[src/rtl/clk_freq_monitor.sv]
//------------------------------------------------------------------------------
// clk_freq_monitor
//
// Measures the frequency of an asynchronous signal by counting its rising
// edges over a fixed gate window of WINDOW system-clock cycles. It is used to
// confirm that each PLL/board clock output is alive and in range. Fast clocks
// are expected to be pre-divided in their own domain before reaching meas_in.
//
// Timing: count_valid is high for the single LATCH cycle that closes a window.
// freq_count, in_range, stuck, overflow and locked load at the end of that
// cycle and are visible from the following cycle onward. Consecutive
// count_valid pulses are WINDOW+1 cycles apart while enable stays high.
//
// Optional feature (macro CLKMON_HIST_EN): adds min/max history registers of
// the window counts, cleared by reset or hist_clear.
//
// Parameters:
//   WINDOW       gate length in FPGA_CLK1_50 cycles (>= 2)
//   CW           width of the edge counter and count outputs (<= 64)
//   MIN_COUNT    lowest in-range count (inclusive)
//   MAX_COUNT    highest in-range count (inclusive)
//   LOCK_WINDOWS consecutive in-range windows required for locked
//
// Ports:
//   FPGA_CLK1_50  in   system clock, all logic on its rising edge
//   reset         in   synchronous active-high reset
//   meas_in       in   asynchronous monitored signal (< FPGA_CLK1_50/3)
//   enable        in   high: windows run; low: gate held idle
//   hist_clear    in   (CLKMON_HIST_EN) restore history clear values
//   freq_count    out  edge count of the last completed window
//   count_valid   out  one-cycle pulse marking the window close
//   in_range      out  last count within [MIN_COUNT, MAX_COUNT]
//   stuck         out  last window had zero edges
//   locked        out  LOCK_WINDOWS consecutive in-range windows seen
//   overflow      out  last window's edge counter saturated
//   hist_min      out  (CLKMON_HIST_EN) smallest count since clear
//   hist_max      out  (CLKMON_HIST_EN) largest count since clear
//------------------------------------------------------------------------------
module clk_freq_monitor #(
    parameter int WINDOW       = 50000,
    parameter int CW           = 16,
    parameter int MIN_COUNT    = 12200,
    parameter int MAX_COUNT    = 12400,
    parameter int LOCK_WINDOWS = 4
) (
    input  logic          FPGA_CLK1_50,
    input  logic          reset,
    input  logic          meas_in,
    input  logic          enable,
`ifdef CLKMON_HIST_EN
    input  logic          hist_clear,
    output logic [CW-1:0] hist_min,
    output logic [CW-1:0] hist_max,
`endif
    output logic [CW-1:0] freq_count,
    output logic          count_valid,
    output logic          in_range,
    output logic          stuck,
    output logic          locked,
    output logic          overflow
);

    localparam int GW = $clog2(WINDOW);
    localparam int LW = (LOCK_WINDOWS > 0) ? $clog2(LOCK_WINDOWS + 1) : 1;

    localparam logic [GW-1:0] GATE_LAST = GW'(WINDOW - 1);
    localparam logic [LW-1:0] LOCK_LAST = LW'(LOCK_WINDOWS);
    localparam logic [CW-1:0] CNT_MAX   = '1;
    // An inverted range is illegal; it simply never reports in range.
    localparam bit            RANGE_OK  = (MIN_COUNT <= MAX_COUNT);

    typedef enum logic [1:0] {
        IDLE,
        COUNT,
        LATCH
    } state_t;

    state_t         state;
    state_t         state_nxt;
    logic           abort;

    logic           meas_p0;
    logic           meas_p1;
    logic           meas_p2;
    logic           edge_det;

    logic [GW-1:0]  gate_cnt;
    logic [CW-1:0]  edge_cnt;
    logic           sat_seen;
    logic [LW-1:0]  consec_cnt;
    logic [LW-1:0]  consec_nxt;
    logic           win_ok;

    //--------------------------------------------------------------------------
    // Saturation / range helpers
    //--------------------------------------------------------------------------
    function automatic logic [CW-1:0] sat_inc(input logic [CW-1:0] c);
        return (c == CNT_MAX) ? c : c + CW'(1);
    endfunction

    function automatic logic [LW-1:0] lock_inc(input logic [LW-1:0] c);
        return (c >= LOCK_LAST) ? LOCK_LAST : c + LW'(1);
    endfunction

    // The count is zero-extended so thresholds wider than CW compare correctly.
    function automatic logic count_in_range(input logic [CW-1:0] c);
        logic [63:0] v;
        v = 64'(c);
        return RANGE_OK && (v >= 64'(MIN_COUNT)) && (v <= 64'(MAX_COUNT));
    endfunction

    //--------------------------------------------------------------------------
    // Stage p0/p1: two-flop synchronizer; p2: edge-detect history
    //--------------------------------------------------------------------------
    always_ff @(posedge FPGA_CLK1_50) begin
        if (reset) begin
            meas_p0 <= 1'b0;
            meas_p1 <= 1'b0;
            meas_p2 <= 1'b0;
        end else begin
            meas_p0 <= meas_in;
            meas_p1 <= meas_p0;
            meas_p2 <= meas_p1;
        end
    end

    assign edge_det = meas_p1 & ~meas_p2;

    //--------------------------------------------------------------------------
    // Gate FSM
    //--------------------------------------------------------------------------
    always_ff @(posedge FPGA_CLK1_50) begin
        if (reset) begin
            state <= IDLE;
        end else begin
            state <= state_nxt;
        end
    end

    always_comb begin
        state_nxt   = state;
        count_valid = 1'b0;
        abort       = 1'b0;
        case (state)
            IDLE: begin
                if (enable) begin
                    state_nxt = COUNT;
                end
            end
            COUNT: begin
                // Dropping enable wins even on the last gate cycle.
                if (!enable) begin
                    state_nxt = IDLE;
                    abort     = 1'b1;
                end else if (gate_cnt == GATE_LAST) begin
                    state_nxt = LATCH;
                end
            end
            LATCH: begin
                count_valid = 1'b1;
                state_nxt   = enable ? COUNT : IDLE;
            end
            default: begin
                state_nxt = IDLE;
            end
        endcase
    end

    //--------------------------------------------------------------------------
    // Gate and edge counters
    //--------------------------------------------------------------------------
    always_ff @(posedge FPGA_CLK1_50) begin
        if (reset) begin
            gate_cnt <= '0;
            edge_cnt <= '0;
            sat_seen <= 1'b0;
        end else begin
            case (state)
                COUNT: begin
                    if (abort) begin
                        gate_cnt <= '0;
                        edge_cnt <= '0;
                        sat_seen <= 1'b0;
                    end else begin
                        gate_cnt <= gate_cnt + GW'(1);
                        if (edge_det) begin
                            edge_cnt <= sat_inc(edge_cnt);
                            if (edge_cnt == CNT_MAX) begin
                                sat_seen <= 1'b1;
                            end
                        end
                    end
                end
                LATCH: begin
                    // An edge seen while latching opens the next window.
                    gate_cnt <= '0;
                    edge_cnt <= (edge_det && enable) ? CW'(1) : '0;
                    sat_seen <= 1'b0;
                end
                default: begin
                    gate_cnt <= '0;
                    edge_cnt <= '0;
                    sat_seen <= 1'b0;
                end
            endcase
        end
    end

    //--------------------------------------------------------------------------
    // Window results and lock tracking
    //--------------------------------------------------------------------------
    assign win_ok     = count_in_range(edge_cnt);
    assign consec_nxt = lock_inc(consec_cnt);

    always_ff @(posedge FPGA_CLK1_50) begin
        if (reset) begin
            freq_count <= '0;
            in_range   <= 1'b0;
            stuck      <= 1'b0;
            overflow   <= 1'b0;
            locked     <= 1'b0;
            consec_cnt <= '0;
        end else if (state == LATCH) begin
            freq_count <= edge_cnt;
            in_range   <= win_ok;
            stuck      <= (edge_cnt == '0);
            overflow   <= sat_seen;
            if (win_ok) begin
                consec_cnt <= consec_nxt;
                locked     <= (consec_nxt == LOCK_LAST);
            end else begin
                consec_cnt <= '0;
                locked     <= 1'b0;
            end
        end else if (abort) begin
            // An aborted window keeps the last results but loses lock.
            consec_cnt <= '0;
            locked     <= 1'b0;
        end
    end

`ifdef CLKMON_HIST_EN
    //--------------------------------------------------------------------------
    // Count history; a clear coinciding with LATCH drops that window's count
    //--------------------------------------------------------------------------
    always_ff @(posedge FPGA_CLK1_50) begin
        if (reset || hist_clear) begin
            hist_min <= CNT_MAX;
            hist_max <= '0;
        end else if (state == LATCH) begin
            if (edge_cnt < hist_min) begin
                hist_min <= edge_cnt;
            end
            if (edge_cnt > hist_max) begin
                hist_max <= edge_cnt;
            end
        end
    end
`endif

endmodule

[config.mk]
export PLATFORM = sky130hd
export DESIGN_NAME = clk_freq_monitor
export DESIGN_NICKNAME = d
export VERILOG_FILES = /design/src/rtl/clk_freq_monitor.sv
export SDC_FILE = /design/constraint.sdc
export NUM_CORES = 1
export LEC_CHECK = 0
export BUFFER_PORTS_ARGS = -buffer_cell sky130_fd_sc_hd__buf_4
export CAP_MARGIN = 20
export CORE_UTILIZATION = 40
export CTS_CLUSTER_SIZE = 25
export DETAILED_ROUTE_END_ITERATION = 12
export PLACE_DENSITY = 0.66
export RECOVER_POWER = 100
export SKIP_LAST_GASP = 1
export SYNTH_ARGS = -nofsm -noshare
export SYNTH_HDL_FRONTEND = slang
export SYNTH_SLANG_ARGS = --single-unit
[constraint.sdc]
create_clock -name FPGA_CLK1_50 -period 3 [get_ports FPGA_CLK1_50]
set_input_delay 0.6 -clock FPGA_CLK1_50 [delete_from_list [all_inputs] [get_ports FPGA_CLK1_50]]
set_output_delay 0.6 -clock FPGA_CLK1_50 [all_outputs]
set_load 0.02 [all_outputs]
**Word-level counts from Yosys, hierarchy flattened**

Cells that the tools add are included.

- Logic and storage cells: 60
- Input port bits: 4
- Output and inout bits: 21
- Bits in registers: 61

- Bitwise logic cells: 3
- Equality and inequality tests: 9
- $add $sub $neg: 3
- Muxes and demuxes: 20
- Order comparisons: 3
- Reduce and logical (&&, ||, !) cells: 9

Operators with widths:

| cell | number |
|---|---|
| 2-to-1 mux 16 bit | 3 |
| adder 16 x 1 -> 16 bit, second input constant | 2 |
| equality test 16 bit, second input constant | 2 |
| case mux 16 bit (2 select lines) | 1 |
| greater-or-equal comparator 16 x 14 -> 1 bit, second input constant | 1 |
| <= comparator 16 x 14 -> 1 bit, second input constant | 1 |
| logical NOT 16 bit | 1 |
| 2-to-1 mux 3 bit | 4 |
| inequality test 3 bit, second input constant | 3 |
| 2-to-1 mux 1 bit | 8 |
| 2-to-1 mux 2 bit | 3 |
| case mux 2 bit (3 select lines) | 1 |
| AND reduction 2 bit | 3 |
| adder 3 x 1 -> 3 bit, second input constant | 1 |
| equality test 3 bit, second input constant | 1 |
| greater-or-equal comparator 3 bit, second input constant | 1 |
| OR reduction 3 bit | 1 |
| equality test 2 x 1 -> 1 bit, second input constant | 1 |
| equality test 2 bit, second input constant | 1 |
| logical AND 1 bit | 2 |
| logical NOT 2 bit | 1 |
| inequality test 2 bit, second input constant | 1 |
| NOT 1 bit | 2 |
| nonzero test 2 bit | 1 |
| AND 1 bit | 1 |

**Logic depth before layout (Yosys ltp)**

Gate-level depths: netlist (run 1).

- Depth after elaboration: 5
- Depth in mapped cells: 8
- Depth with buffers taken out: 7

**Least setup slack after synthesis (run 1)**

No wires, ideal clock.

- Path type: reg-to-reg
- Start point: reg edge_cnt[0]
- End point: reg edge_cnt[11]
- Required time: 2.899 ns
- Clock period less this slack: 1.821 ns
- Stages on the path, launching flop included: 9
- Arrival time: 1.720 ns
- Buffers on the path: 2
- Setup time: 0.101 ns
- Path slack: 1.179 ns
- Cells stage by stage: dfxtp_1 ha_1 and3_2 clkbuf_1 and4_1 buf_2 nor2_4 nor2_1 o41ai_1

- Longest elaborated chain between the ends: 5
- Elaborated cells on any way between the ends: 8
- Classes of those cells: 1 x add/sub; 2 x eq/ne; 4 x mux; 1 x reduce/logical

Ends and longest elaborated chain:

| what | line | RTL |
|---|---|---|
| start: declaration | 88 | `logic [CW-1:0] edge_cnt;` |
| start signal: assignment | 187 | `edge_cnt <= sat_inc(edge_cnt);` |
| start signal: assignment | 197 | `edge_cnt <= (edge_det && enable) ? CW'(1) : '0;` |
| adder 16 x 1 -> 16 bit | 98 | `return (c == CNT_MAX) ? c : c + CW'(1);` |
| 2-to-1 mux 16 bit | 98 |  |
| 2-to-1 mux 16 bit | 186 | `if (edge_det) begin` |
| 2-to-1 mux 16 bit | 180 | `if (abort) begin` |
| case mux 16 bit (2 select lines) | 178 | `case (state)` |

Parallel ways exist; a longest one is shown, timed or not. The select of a mux whose other input is x is not followed.
A chain may end at the register's enable or synchronous reset.

==> impl_metrics.csv, run 1 <==
group,metric,value,unit
outcome,run_status,"finished clean",
sta,setup_slack,0.563,ns
sta,setup_violations,0,
placed_design,placedCellCount,426,
synthesis,synthDistinctLibCells,55,
global_route,grt_max_degree,33,
sta,period_needed,2.44,ns
clock_network,ctsHtreeMaxLevel,3,
power_and_ir_drop,power_density,533,mW/mm^2
synthesis,synth_area,0.00290,mm^2
detailed_routing,via_count,2418,
sta,hold_viol,0,
floorplanning,die_w,87.1,um
synthesis,synth_cells,326,
floorplanning,die_area,0.00758,mm^2
sta,rsz0062_at_grt,"false",
clock_network,post_cts_resized,0,
global_route,grt_overflow,0,
detailed_routing,drt_iter0_drc,169,
sta,fmax,410,MHz
floorplanning,initial_core_util,0.419,
synthesis,yosys.area.top_type,"dfxtp_1",
clock_network,postCtsHoldBufs,0,
setup_path,cp_data_arrival_time,2.62,ns
sta,relSlewSlack,0.0935,
synthesis,synth_area_leaders,"dfxtp_1, mux2i_1, nor2_1, ha_1, nand2_1",
clock_network,cts_buffers,9,
clock_network,clock-root-buffer,"clkbuf_8",
power_and_ir_drop,leakage,0.00109,uW
sta,tns,0,ns
sta,finClkSkew,0.0114,ns
floorplanning,rows,30,
detailed_routing,drtPass1Iterations,4,
synthesis,yosys_warnings,0,
cells_and_area,num_antenna_cells,0,
synthesis,syn_avg_cell_area,8.88,um^2
cells_and_area,fillers,715,
synthesis,synth_edf_count,0,
setup_path,setup.worst_path.end_class,"flip-flop",
setup_path,required,3.19,ns
placed_design,port_buffers,24,
synthesis,yosysSeqAreaShare,0.422,
placed_design,place_congestion,0.871,
clock_network,path_clk_slew,0.06,ns
clock_network,cts_tree,"yes",
floorplanning,coreArea,0.00691,mm^2
setup_path,worstPathMaxFanout,32,
setup_path,cp-start-kind,"primary input",
sta,worst_pin_slew,1.36,ns
cells_and_area,layout-drive-gt1-share,0.0609,
job,cap_violations,0,
global_route,grt_pass1_vias,2131,
detailed_routing,post_drt_wl_per_cell,13.6,um
detailed_routing,drt-vias-per-instance,5.48,
sta,slew_viol_final,0,
clock_network,post_cts_buffers,0,
sta,hold_ws,0.435,ns
synthesis,dominantRegCellSynth,"dfxtp_1",
setup_path,crit_family,"buffers and inverters",
power_and_ir_drop,ir_drop,0.241,mV
detailed_routing,drc,0,
cells_and_area,final_cells,441,
global_route,grt_usage,0.176,
min_path,hold_path_class,"flip-flop to flip-flop",
clock_network,clk_path_buf_depth,2,
clock_network,clk_latency,0.35,ns
global_route,grt_pass1_wl,10100,um
setup_path,path_class,"primary input to flip-flop",
detailed_routing,wl,5980,um
cells_and_area,area_growth,10.9,%
detailed_routing,ant_nets,0,
clock_network,clkSinkCount,61,
floorplanning,io_pins,25,
floorplanning,die_h,87.1,um
synthesis,async_flop_share,0,
synthesis,synth_top_area_frac,0.422,
setup_path,crit_path_max_incr_delay,0.97,ns
cells_and_area,fin_nets,354,
global_route,antenna_found_initial,0,
synthesis,ys_seq_elements,61,
placed_design,dp_slack,0.842,ns
sta,fin_crit_sh,0.812,
setup_path,worstPathCellList,"clkbuf_1 -> or2_1 -> o41ai_1",
synthesis,syn_nets,339,
placed_design,dp_hpwl,4050,um
setup_path,critPathBufInv,1,
cells_and_area,fin_util,0.465,
setup_path,cpMaxStageDelayCell,"clkbuf_1",
worst paths after layout:
path	startpoint	to	slack [ns]	cells after the start
max	reset	edge_cnt[10]	0.56	3
min	gate_cnt[0]	gate_cnt[0]	0.44	1
max reg2reg	edge_cnt[0]	consec_cnt[1]	0.79	5
min reg2reg	gate_cnt[0]	gate_cnt[0]	0.44	1
sequential cells by signal, summed over array words and instances, names as in the netlist:
name and count:
sat_seen 1, locked 1, in_range 1, gate_cnt 16, meas_p2 1, meas_p1 1
state 2, freq_count 16, edge_cnt 16, stuck 1, consec_cnt 3, meas_p0 1
overflow 1
placed cells by master (no fill, tap or decap), types with 3 or more instances in the layout:
| cell type | count |
|---|---|
| dfxtp_1 | 61 |
| nor2_1 | 43 |
| nand2_1 | 23 |
| clkbuf_1 | 23 |
| mux2i_1 | 19 |
| nand3_1 | 15 |
| inv_1 | 11 |
| clkbuf_8 | 10 |
| o21ai_0 | 9 |
| a21oi_1 | 9 |
| ha_1 | 9 |
| xor2_1 | 8 |
| a31oi_1 | 7 |
| and3_1 | 6 |
| nand4_1 | 6 |
| nor3_1 | 6 |
| o41ai_1 | 6 |
| and4_1 | 5 |
| nor2b_1 | 5 |
| or3_1 | 4 |
| a211o_1 | 4 |
| and2_1 | 3 |
| xnor2_1 | 3 |
| or4_1 | 3 |
| nand2b_1 | 3 |
| o21a_1 | 3 |
| a311oi_1 | 3 |
| buf_4 | 3 |
routing by layer:
| layer | part of all wire | vias to the layer above | track usage | wire length, um |
|---|---|---|---|---|
| met5 | 0 | - | 0 | 0 |
| met1 | 0.50 | 1152 | 0.240 | 3000 |
| met2 | 0.43 | 55 | 0.243 | 2580 |
| met3 | 0.057 | 5 | 0.0455 | 339 |
| li1 | - | 1206 | - | - |
| met4 | 0.010 | 0 | 0.114 | 60 |
where the power goes:
group / leakage, uW / switching, uW / internal, uW / total [uW]
clock: 0.000105 / 317 / 484 / 801
sequential: 0.000492 / 5.74 / 816 / 822
combinational: 0.000490 / 60.8 / 27.7 / 88.5
total: 0.00109 / 383 / 1330 / 1710
cell usage after synthesis (6+ instances only):
| cell type | n |
|---|---|
| a21oi_1 | 9 |
| a31oi_1 | 7 |
| clkbuf_1 | 11 |
| dfxtp_1 | 61 |
| ha_1 | 9 |
| inv_1 | 11 |
| mux2i_1 | 19 |
| nand2_1 | 23 |
| nand3_1 | 15 |
| nand4_1 | 6 |
| nor2_1 | 43 |
| nor3_1 | 6 |
| o21ai_0 | 9 |
| o41ai_1 | 6 |
| xor2_1 | 8 |
through the flow:
stage	cell area [um^2]	power (uW)
final	3210	1710
after global routing	3210	1780
after CTS	3310	1730
after detailed placement	3100	929
after global placement	3100	928
after floorplan	2900	907
area by class of cell:
class / count / area, um^2 / area share
multi-input cells: 233 / 1510 / 0.470
flip-flops and latches: 61 / 1220 / 0.380
clock buffers: 11 / 141 / 0.0440
well taps: 96 / 120 / 0.0374
repair buffers: 25 / 105 / 0.0327
clock inverters: 4 / 72.6 / 0.0226
inverters: 11 / 41.3 / 0.0129
logic make-up (layout without fill, tap and decap cells):
kind of cell,count (synthesis),count (layout),share of synthesized area
simple gates,136,136,0.246
mux,19,19,0.0657
xor+xnor,11,11,0.0333
fa+ha+maj,9,9,0.0389
flops,61,61,0.422
buf+inv,32,51,0.0501
compound gates,58,58,0.144
Power figures use the tool's default switching activity.
==> inputs of run 2 (changes only) <==
--- a/config.mk
+++ b/config.mk
@@ -5,6 +5,7 @@
 export SDC_FILE = /design/constraint.sdc
 export NUM_CORES = 1
 export LEC_CHECK = 0
+export ABC_AREA = 1
 export BUFFER_PORTS_ARGS = -buffer_cell sky130_fd_sc_hd__buf_4
 export CAP_MARGIN = 20
 export CORE_UTILIZATION = 40
==> constraint.sdc (replaced) <==
create_clock -name FPGA_CLK1_50 -period 2.4 [get_ports FPGA_CLK1_50]
set_input_delay 0.48 -clock FPGA_CLK1_50 [delete_from_list [all_inputs] [get_ports FPGA_CLK1_50]]
set_output_delay 0.48 -clock FPGA_CLK1_50 [all_outputs]
set_load 0.02 [all_outputs]
==> impl_metrics.csv, run 2 <==
group,metric,value,unit
sta,rsz0062_at_grt,"false",
setup_path,required,1.92,ns
sta,setup_slack,0.293,ns
cells_and_area,most-common-layout-cells,"nand2_1, nor2_1, dfxtp_1",
sta,hold_ws,0.348,ns
synthesis,synth_cells,449,
setup_path,cpMaxStageDelayCell,"clkbuf_2",
setup_path,path_class,"flip-flop to primary output",
setup_path,worstPathCellList,"inv_1 -> ha_1 -> clkbuf_2 -> buf_4",
clock_network,path_clk_slew,0.06,ns
setup_path,cp_data_arrival_time,1.63,ns
synthesis,yosys_warnings,0,
setup_path,rrSetupSlack,0.45,ns
cells_and_area,reg_top3,"edge_cnt: 16 flops, freq_count: 16 flops, gate_cnt: 16 flops",
synthesis,syn_avg_cell_area,6.90,um^2
global_route,grt_pass1_vias,2747,
floorplanning,io_pins,25,
clock_network,postCtsHoldBufs,0,
global_route,antenna_found_initial,0,
sta,worst_pin_slew,1.02,ns
global_route,grt_pass1_wl,12400,um
min_path,hold_path_class,"primary input to flip-flop",
clock_network,post_cts_resized,0,
synthesis,synth_top_area_frac,0.394,
power_and_ir_drop,power_density,600,mW/mm^2
clock_network,ctsHtreeMaxLevel,3,
detailed_routing,drc,0,
synthesis,synthDistinctLibCells,30,
synthesis,synth_area_leaders,"dfxtp_1, nand2_1, nor2_1, inv_1, a21oi_1",
setup_path,r2r.worst_path.cells,11,
synthesis,synth_common_cells,"nand2_1, nor2_1, dfxtp_1, inv_1, a21oi_1",
detailed_routing,drt_iter0_drc,277,
sta,relSlewSlack,0.318,
cells_and_area,fin_util,0.471,
cells_and_area,area_growth,12.0,%
floorplanning,rows,31,
synthesis,yosysSeqAreaShare,0.394,
synthesis,async_flop_share,0,
placed_design,port_buffers,24,
sta,fmax,475,MHz
setup_path,r2r_start,"edge_cnt[0]",
detailed_routing,top_layer,"met4",
clock_network,clk_path_buf_depth,2,
sta,tns,0,ns
global_route,grt_usage,0.188,
sta,period_needed,2.11,ns
setup_path,timing.rr.end,"edge_cnt[7]",
sta,hold_viol,0,
setup_path,crit_path_max_incr_delay,0.35,ns
power_and_ir_drop,leakage,0.00133,uW
sta,slew_viol_final,0,
synthesis,syn_nets,462,
global_route,grt_overflow,0,
placed_design,dp_hpwl,5240,um
sta,finClkSkew,0.00719,ns
synthesis,synth_edf_count,0,
cells_and_area,final_common_cell,"nand2_1",
floorplanning,coreArea,0.00737,mm^2
clock_network,clock-root-buffer,"clkbuf_8",
setup_path,cp-start-kind,"flip-flop",
detailed_routing,drtPass1Iterations,5,
detailed_routing,wl,7100,um
outcome,run_status,"finished clean",
detailed_routing,wl_met3,344,um
synthesis,synth.most_common_cell,"nand2_1",
power_and_ir_drop,ir_drop,0.392,mV
detailed_routing,drt-vias-per-instance,5.01,
sta,setup_violations,0,
cells_and_area,fin_nets,488,
setup_path,worstPathMaxFanout,17,
floorplanning,initial_core_util,0.420,
floorplanning,die_h,90.0,um
detailed_routing,wl_met2,3050,um
detailed_routing,met1Wirelength,3540,um
cells_and_area,layout-drive-gt1-share,0.0813,
synthesis,synth_area,0.00310,mm^2
floorplanning,die_w,90.0,um
detailed_routing,post_drt_wl_per_cell,12.3,um
sta,fin_crit_sh,0.878,
setup_path,cp-startpoint,"state[0]",
clock_network,clk_latency,0.35,ns
synthesis,ys_seq_elements,61,
synthesis,yosys.area.top_type,"dfxtp_1",
clock_network,post_cts_buffers,0,
clock_network,cts_tree,"yes",
detailed_routing,via_count,2899,
setup_path,setup.worst_path.end_class,"primary output",
cells_and_area,num_antenna_cells,0,
placed_design,dp_slack,0.489,ns
placed_design,place_congestion,0.986,
synthesis,dominantRegCellSynth,"dfxtp_1",
clock_network,clkSinkCount,61,
global_route,grt_max_degree,21,
clock_network,cts_buffers,9,
detailed_routing,ant_nets,0,
job,cap_violations,0,
floorplanning,die_area,0.00810,mm^2
setup_path,endpoint,"count_valid",
run 2: cell types whose count changed in the layout (fill, tap and decap cells not counted), sizes merged, moves of 6 or more:
| cell | delta |
|---|---|
| a21oi | +34 |
| a31oi | -7 |
| and3 | -7 |
| and4 | -6 |
| inv | +47 |
| mux2i | -19 |
| nand2 | +82 |
| nand3 | +17 |
| nand4 | +8 |
| nor2 | +22 |
| o21ai | +19 |
| o41ai | -6 |
| xor2 | -6 |
run 2: metal layers:
metal  vias up  global-route usage
met2        83               0.291
met5         -                   0
met3        16              0.0389
met4         0              0.0954
li1       1498                   -
met1      1302               0.246
run 2: metrics by stage:
step           cell area, um^2  instances  power, uW
3_3_place_gp              3350        563       1150
5_1_grt                   3470        579       2160
4_1_cts                   3560        579       2110
3_5_place_dp              3350        563       1150
2_1_floorplan             3100        449       1130
6_report                  3470        579       2080
run 2: critical path, delay by kind of cell, from the launching register on:
| kind | cells | cell delay, ns |
|---|---|---|
| adders and majority gates | 1 | 0.28 |
| buffers and inverters | 3 | 0.66 |
| DFF | 1 | 0.33 |
run 2: area by class of cell:
type	instances	area (um^2)
clock buffers	12	165
clock inverters	4	45.0
fillers	775	3900
inverters	58	218
multi-input cells	316	1560
flip-flops and latches	61	1220
well taps	99	124
repair buffers	29	134
run 2: power breakdown:
| part | internal [uW] | switching [uW] |
|---|---|---|
| clock network | 559 | 398 |
| registers | 1020 | 4.06 |
| logic | 26.4 | 77.2 |
| total | 1600 | 479 |
run 2: cell families after synthesis:
logic type | count (synthesis) | share of synthesized area
adders and majority gates | 9 | 0.0363
AOI/OAI and AO/OA | 75 | 0.134
buffers and inverters | 72 | 0.0981
and+or+nand+nor | 230 | 0.332
xor gates and xnor gates | 2 | 0.00566
DFF | 61 | 0.394
run 2: worst min path at each step:
| stage | from | to | depth (start not counted) |
|---|---|---|---|
| after floorplan | meas_p0 | meas_p1 | 2 |
| after global placement | meas_p0 | meas_p1 | 2 |
| after detailed placement | meas_p0 | meas_p1 | 2 |
| after CTS | meas_in | meas_p0 | 3 |
| after global routing | meas_in | meas_p0 | 3 |
| final | meas_in | meas_p0 | 3 |
